[config.mk]
export PLATFORM = sky130hd
export DESIGN_NAME = ssd_driver
export DESIGN_NICKNAME = d
export VERILOG_FILES = /design/src/rtl/ssd_pkg.sv /design/src/rtl/ssd_driver_bin2bcd.sv /design/src/rtl/ssd_driver.sv
export SDC_FILE = /design/constraint.sdc
export NUM_CORES = 1
export LEC_CHECK = 0
export BUFFER_PORTS_ARGS = -buffer_cell sky130_fd_sc_hd__buf_4
export CAP_MARGIN = 25
export CORE_MARGIN = 2
export CORE_UTILIZATION = 45
export CTS_CLUSTER_SIZE = 30
export DETAILED_ROUTE_END_ITERATION = 12
export GPL_ROUTABILITY_DRIVEN = 0
export PLACE_DENSITY_LB_ADDON = 0.25
export SKIP_LAST_GASP = 1
export SYNTH_ARGS = -nofsm -noshare
export SYNTH_HDL_FRONTEND = slang
export SYNTH_SLANG_ARGS = --single-unit
[constraint.sdc]
create_clock -name clk -period 2.23 [get_ports clk]
set_clock_uncertainty 0.05 [all_clocks]
set_input_delay 0.446 -clock clk [delete_from_list [all_inputs] [get_ports clk]]
set_output_delay 0.446 -clock clk [all_outputs]
set_load 0.01 [all_outputs]
[src/rtl/ssd_pkg.sv]
// Shared types and constants for the 4-digit seven-segment driver.
// Holds the converter state encoding, segment patterns and the digit decoder.
package ssd_pkg;

  localparam int VALUE_W    = 13;
  localparam int NUM_DIGITS = 4;
  localparam int BCD_W      = 4 * NUM_DIGITS;

  typedef enum logic [1:0] {
    IDLE  = 2'd0,
    SHIFT = 2'd1,
    DONE  = 2'd2
  } conv_state_t;

  // Cathode patterns {g,f,e,d,c,b,a}, active-low.
  localparam logic [6:0] SEG_0     = 7'b1000000;
  localparam logic [6:0] SEG_1     = 7'b1111001;
  localparam logic [6:0] SEG_2     = 7'b0100100;
  localparam logic [6:0] SEG_3     = 7'b0110000;
  localparam logic [6:0] SEG_4     = 7'b0011001;
  localparam logic [6:0] SEG_5     = 7'b0010010;
  localparam logic [6:0] SEG_6     = 7'b0000010;
  localparam logic [6:0] SEG_7     = 7'b1111000;
  localparam logic [6:0] SEG_8     = 7'b0000000;
  localparam logic [6:0] SEG_9     = 7'b0010000;
  localparam logic [6:0] SEG_BLANK = 7'h7F;

  // Codes above 9 never come out of the converter; they decode to blank.
  function automatic logic [6:0] seg_decode(input logic [3:0] nib);
    logic [6:0] pat;
    case (nib)
      4'd0:    pat = SEG_0;
      4'd1:    pat = SEG_1;
      4'd2:    pat = SEG_2;
      4'd3:    pat = SEG_3;
      4'd4:    pat = SEG_4;
      4'd5:    pat = SEG_5;
      4'd6:    pat = SEG_6;
      4'd7:    pat = SEG_7;
      4'd8:    pat = SEG_8;
      4'd9:    pat = SEG_9;
      default: pat = SEG_BLANK;
    endcase
    return pat;
  endfunction

endpackage

[src/rtl/ssd_driver_bin2bcd.sv]
// Sequential binary-to-BCD converter using shift-add-3, one value bit per cycle.
// Handshake: a value is taken on a rising edge with valid=1 and ready=1; valid while ready=0 is dropped.
module bin2bcd
  import ssd_pkg::*;
(
  input  logic               clk,
  input  logic               rst,
  input  logic [VALUE_W-1:0] value,
  input  logic               valid,
  output logic               ready,
  output logic [BCD_W-1:0]   bcd,
  output logic               done,
  output conv_state_t        state
);

  localparam logic [3:0] SHIFT_LAST = 4'(VALUE_W - 1);

  conv_state_t        state_q, state_d;
  logic [VALUE_W-1:0] sr_q, sr_d;
  logic [BCD_W-1:0]   work_q, work_d;
  logic [3:0]         cnt_q, cnt_d;
  logic [BCD_W-1:0]   adj;

  always_ff @(posedge clk or negedge rst) begin
    if (!rst) begin
      state_q <= IDLE;
      sr_q    <= '0;
      work_q  <= '0;
      cnt_q   <= '0;
    end else begin
      state_q <= state_d;
      sr_q    <= sr_d;
      work_q  <= work_d;
      cnt_q   <= cnt_d;
    end
  end

  // Add 3 to every nibble of 5 or more before the shift doubles it.
  always_comb begin
    adj = '0;
    for (int i = 0; i < NUM_DIGITS; i++) begin
      if (work_q[4*i +: 4] >= 4'd5) adj[4*i +: 4] = work_q[4*i +: 4] + 4'd3;
      else                          adj[4*i +: 4] = work_q[4*i +: 4];
    end
  end

  always_comb begin
    state_d = state_q;
    sr_d    = sr_q;
    work_d  = work_q;
    cnt_d   = cnt_q;
    ready   = 1'b0;
    done    = 1'b0;
    case (state_q)
      IDLE: begin
        ready = 1'b1;
        if (valid) begin
          sr_d    = value;
          work_d  = '0;
          cnt_d   = '0;
          state_d = SHIFT;
        end
      end
      SHIFT: begin
        work_d = (adj << 1) | BCD_W'(sr_q[VALUE_W-1]);
        sr_d   = sr_q << 1;
        cnt_d  = cnt_q + 4'd1;
        if (cnt_q == SHIFT_LAST) state_d = DONE;
      end
      DONE: begin
        done    = 1'b1;
        state_d = IDLE;
      end
      default: state_d = IDLE;
    endcase
  end

  assign bcd   = work_q;
  assign state = state_q;

endmodule

[src/rtl/ssd_driver.sv]
// Four-digit multiplexed seven-segment driver: converts a 13-bit value to BCD and
// scans the digits, one per REFRESH_DIV clocks, with optional leading-zero blanking.
module ssd_driver
  import ssd_pkg::*;
#(
  parameter int REFRESH_DIV = 100000,
  parameter bit BLANK_LZ    = 1'b1
) (
  input  logic               clk,
  input  logic               rst,
  input  logic [VALUE_W-1:0] value,
  input  logic               valid,
  output logic               ready,
  output logic [3:0]         an,
  output logic [6:0]         seg,
  output logic               dp,
  output conv_state_t        dbg_state
);

  localparam int DIV_CLOG = (REFRESH_DIV > 1) ? $clog2(REFRESH_DIV) : 1;
  localparam int DIV_W    = (DIV_CLOG > 17) ? DIV_CLOG : 17;
  localparam logic [DIV_W-1:0] DIV_LAST = DIV_W'(REFRESH_DIV - 1);

  logic [BCD_W-1:0] conv_bcd;
  logic             conv_done;

  logic [DIV_W-1:0] div_q;
  logic [1:0]       idx_q;
  logic [BCD_W-1:0] disp_q;

  bin2bcd u_bin2bcd (
    .clk   (clk),
    .rst   (rst),
    .value (value),
    .valid (valid),
    .ready (ready),
    .bcd   (conv_bcd),
    .done  (conv_done),
    .state (dbg_state)
  );

  // Display register loads only on the DONE->IDLE edge; the scan keeps running meanwhile.
  always_ff @(posedge clk or negedge rst) begin
    if (!rst) begin
      div_q  <= '0;
      idx_q  <= '0;
      disp_q <= '0;
    end else begin
      if (div_q == DIV_LAST) begin
        div_q <= '0;
        idx_q <= idx_q + 2'd1;
      end else begin
        div_q <= div_q + DIV_W'(1);
      end
      if (conv_done) disp_q <= conv_bcd;
    end
  end

  logic [3:0]            digit;
  logic [NUM_DIGITS-1:0] lz_blank;
  logic                  any_nonzero;

  // A digit above the units blanks when it and every higher digit are zero.
  always_comb begin
    lz_blank    = '0;
    any_nonzero = 1'b0;
    for (int i = NUM_DIGITS - 1; i > 0; i--) begin
      any_nonzero = any_nonzero | (disp_q[4*i +: 4] != 4'd0);
      lz_blank[i] = !any_nonzero;
    end
  end

  always_comb begin
    an    = ~(4'b0001 << idx_q);
    digit = disp_q[{idx_q, 2'b00} +: 4];
    if (BLANK_LZ && lz_blank[idx_q]) seg = SEG_BLANK;
    else                             seg = seg_decode(digit);
    dp    = 1'b1;
  end

endmodule
==> impl_metrics.ini <==
[status]
status = complete, but fails checks
violations = setup timing

[global_routing]
grt_max_degree = 39
first_global_vias = 2633
overflow = 0
grt_pass1_wl_um = 12350
antenna_found_initial = 0
grt_usage = 0.1766

[synthesis]
synthTopCellsByArea = dfrtp_1 48%, ha_1 6.8%, o21ai_0 6.0%
yosysUniqueCellTypes = 41
netlist_instances = 372
netlist_top_cells_count = 70 x dfrtp_1, 44 x o21ai_0, 34 x nand2_1
synth_edf_count = 0
synthFlopType = dfrtp_1
synth_area_um2 = 3682
synth-seq-cells = 70
synth-seq-area-share = 0.4757
synth.avg_cell_area_um2 = 9.899
netlist.area_leader.share = 0.4757
yosysMostFrequentCell = dfrtp_1
yosysWarningCount = 0
synth_nets = 408
yosys.area.top_type = dfrtp_1
synthArstFlopShare = 1.000

[die]
start_util = 0.4692
rows = 32
dieArea_um2 = 8923
fp.dieH_um = 94.46
io_pins = 31
coreArea_um2 = 7848
die-width_um = 94.46

[drt]
drtPass1Iterations = 4
top_layer = met4
wl_met3_um = 308
ant_nets = 0
drc = 0
vias = 2727
wl_met2_um = 3360
wl_per_cell_um = 13.78
drtIter0Drc = 123
routed_wl_um = 7151
via_per_inst = 5.254
wl_met1_um = 3372

[clocking]
clockBufferDepth = 2
cts_tree = yes
cts_htree_levels = 3
cts.clk_slew.worst_paths_ns = 0.09
cts.sinks = 70
clockRootBuffer = clkbuf_8
cts_buffers = 9
clock_latency_ns = 0.35

[cells_and_area]
fillers = 739
seq_area_um2 = 1753
final_area_um2 = 4357
layout-drive-gt1-share = 0.2206
area_growth_pct = 18.31
nets = 448
multi_input_area_um2 = 1810
n_antenna_cell = 0

[timing]
setup_slack_ns = -0.3355
relSlewSlack = 0.3480
period_minus_slack_ns = 2.566
fmax_mhz = 389.8
setup_viol = 7
slew_violations = 0
hold_viol_final = 0
rsz0062_at_grt = true
tightestPinTransition_ns = 0.9759
finalCritPeriodShare = 1.150
hold_ws_ns = 0.3221
tns_ns = -2.100

[placement]
place_area_um2 = 4068
dp_hpwl_um = 4884
io_buffer_count = 29

[worst_setup_path]
critPathKind = register to output pin
required_ns = 1.73
cp_max_fo = 4
critPathLaunchType = register
worstSetupEndpointType = output pin
cp.arrival_ns = 2.07

[pwr]
p_leak_nw = 2.002
power.density_nw_per_um2 = 1130
vdd_drop_max_uv = 479.3
p_total_mw = 4.924

[hold_path]
hold_class = input port to register

[run]
maxCapViolCount = 0
power breakdown:
part,internal (mW),switching [mW]
combinational,0.962,1.00
clock,0.426,0.536
sequential,1.64,0.358
final timing paths:
path	slack, ns	cells after the start	end	from
max	-0.34	7	seg[3]	idx_q[0]$_DFFE_PN0N_
min	0.32	3	u_bin2bcd.sr_q[8]$_DFFE_PN0P_	value[8]
max in group asynchronous	1.04	3	idx_q[0]$_DFFE_PN0N_	rst
max reg2reg	0.14	5	idx_q[0]$_DFFE_PN0N_	div_q[12]$_DFF_PN0_
min in group asynchronous	0.53	2	u_bin2bcd.sr_q[9]$_DFFE_PN0P_	rst
min reg2reg	0.44	1	div_q[0]$_DFF_PN0_	div_q[0]$_DFF_PN0_
worst max-delay path, cell delays in order (launching register included):
cell and delay [ns]:
dfrtp_2 0.42, mux4_2 0.58, inv_2 0.10, ha_1 0.25, inv_2 0.07, mux2i_1 0.07
o21ai_1 0.12, buf_4 0.13
logic make-up after synthesis:
logic type               count (synthesis)  share of synthesized area
AND/OR/NAND/NOR                        110                     0.1505
AO/OA/AOI/OAI                           92                     0.1468
flip-flops                              70                     0.4757
buffers and inverters                   41                    0.04553
XOR/XNOR                                22                    0.05233
adder cells (fa/ha/maj)                 20                    0.06796
multiplexers                            16                    0.06014
other                                    1                   0.001018
through the flow:
step,instances,utilization,setup slack (ns)
after global routing,519,0.5552,-0.4114
after floorplan,372,-,0.01212
after detailed placement,499,0.5183,-0.01301
final,519,0.5552,-0.3355
after global placement,499,0.5183,0.02761
after CTS,519,0.5489,-0.3485
state kept, by name, summed over array words and instances (netlist names):
signal	cells
u_bin2bcd.sr_q	13
disp_q	16
u_bin2bcd.bcd	16
u_bin2bcd.cnt_q	4
u_bin2bcd.state	2
div_q	17
idx_q	2
layout by cell type (no fill, tap or decap), types with 2 or more instances in the layout:
cell and instances:
xnor2_1 12, o31ai_1 3, o21bai_1 2, nand3_1 13, nor2_4 2, ha_2 2, nor2_1 15, nand2b_1 7
and4_1 2, a21oi_2 2, mux4_2 4, buf_4 40, inv_1 18, o21ai_0 39, mux2_2 9, nor2b_1 15
nor3_1 8, nand4_1 3, xor2_1 10, nand2_1 34, clkinvlp_4 2, mux2i_1 3, buf_6 6, inv_6 4
a22o_1 8, clkbuf_8 9, dfrtp_1 69, inv_2 4, a22oi_1 12, a21oi_1 18, o21ai_1 5, ha_1 17
per-layer routing:
| metal | up-vias | global-route usage |
|---|---|---|
| met2 | 55 | 0.2786 |
| met3 | 9 | 0.04948 |
| met4 | 0 | 0.06401 |
| met5 | - | 0 |
| met1 | 1297 | 0.2336 |
| li1 | 1366 | - |
timing repair:
item | 4_1_cts | 5_1_grt
buffers inserted | 3 | 0
hold buffers | 1 | 0
resized for setup | 13 | 14
setup endpoints to repair | 7 | 7
pin swaps | 2 | 5
endpoints found under the hold margin | 24 | 0
layout make-up:
class | count | area share
repair buffers | 48 | 0.09133
clock inverters | 7 | 0.01407
multi-input cells | 261 | 0.4156
well taps | 102 | 0.02929
flip-flops and latches | 70 | 0.4024
clock buffers | 9 | 0.02843
inverters | 22 | 0.01895
Note: power is estimated with default switching activity, not from simulation.
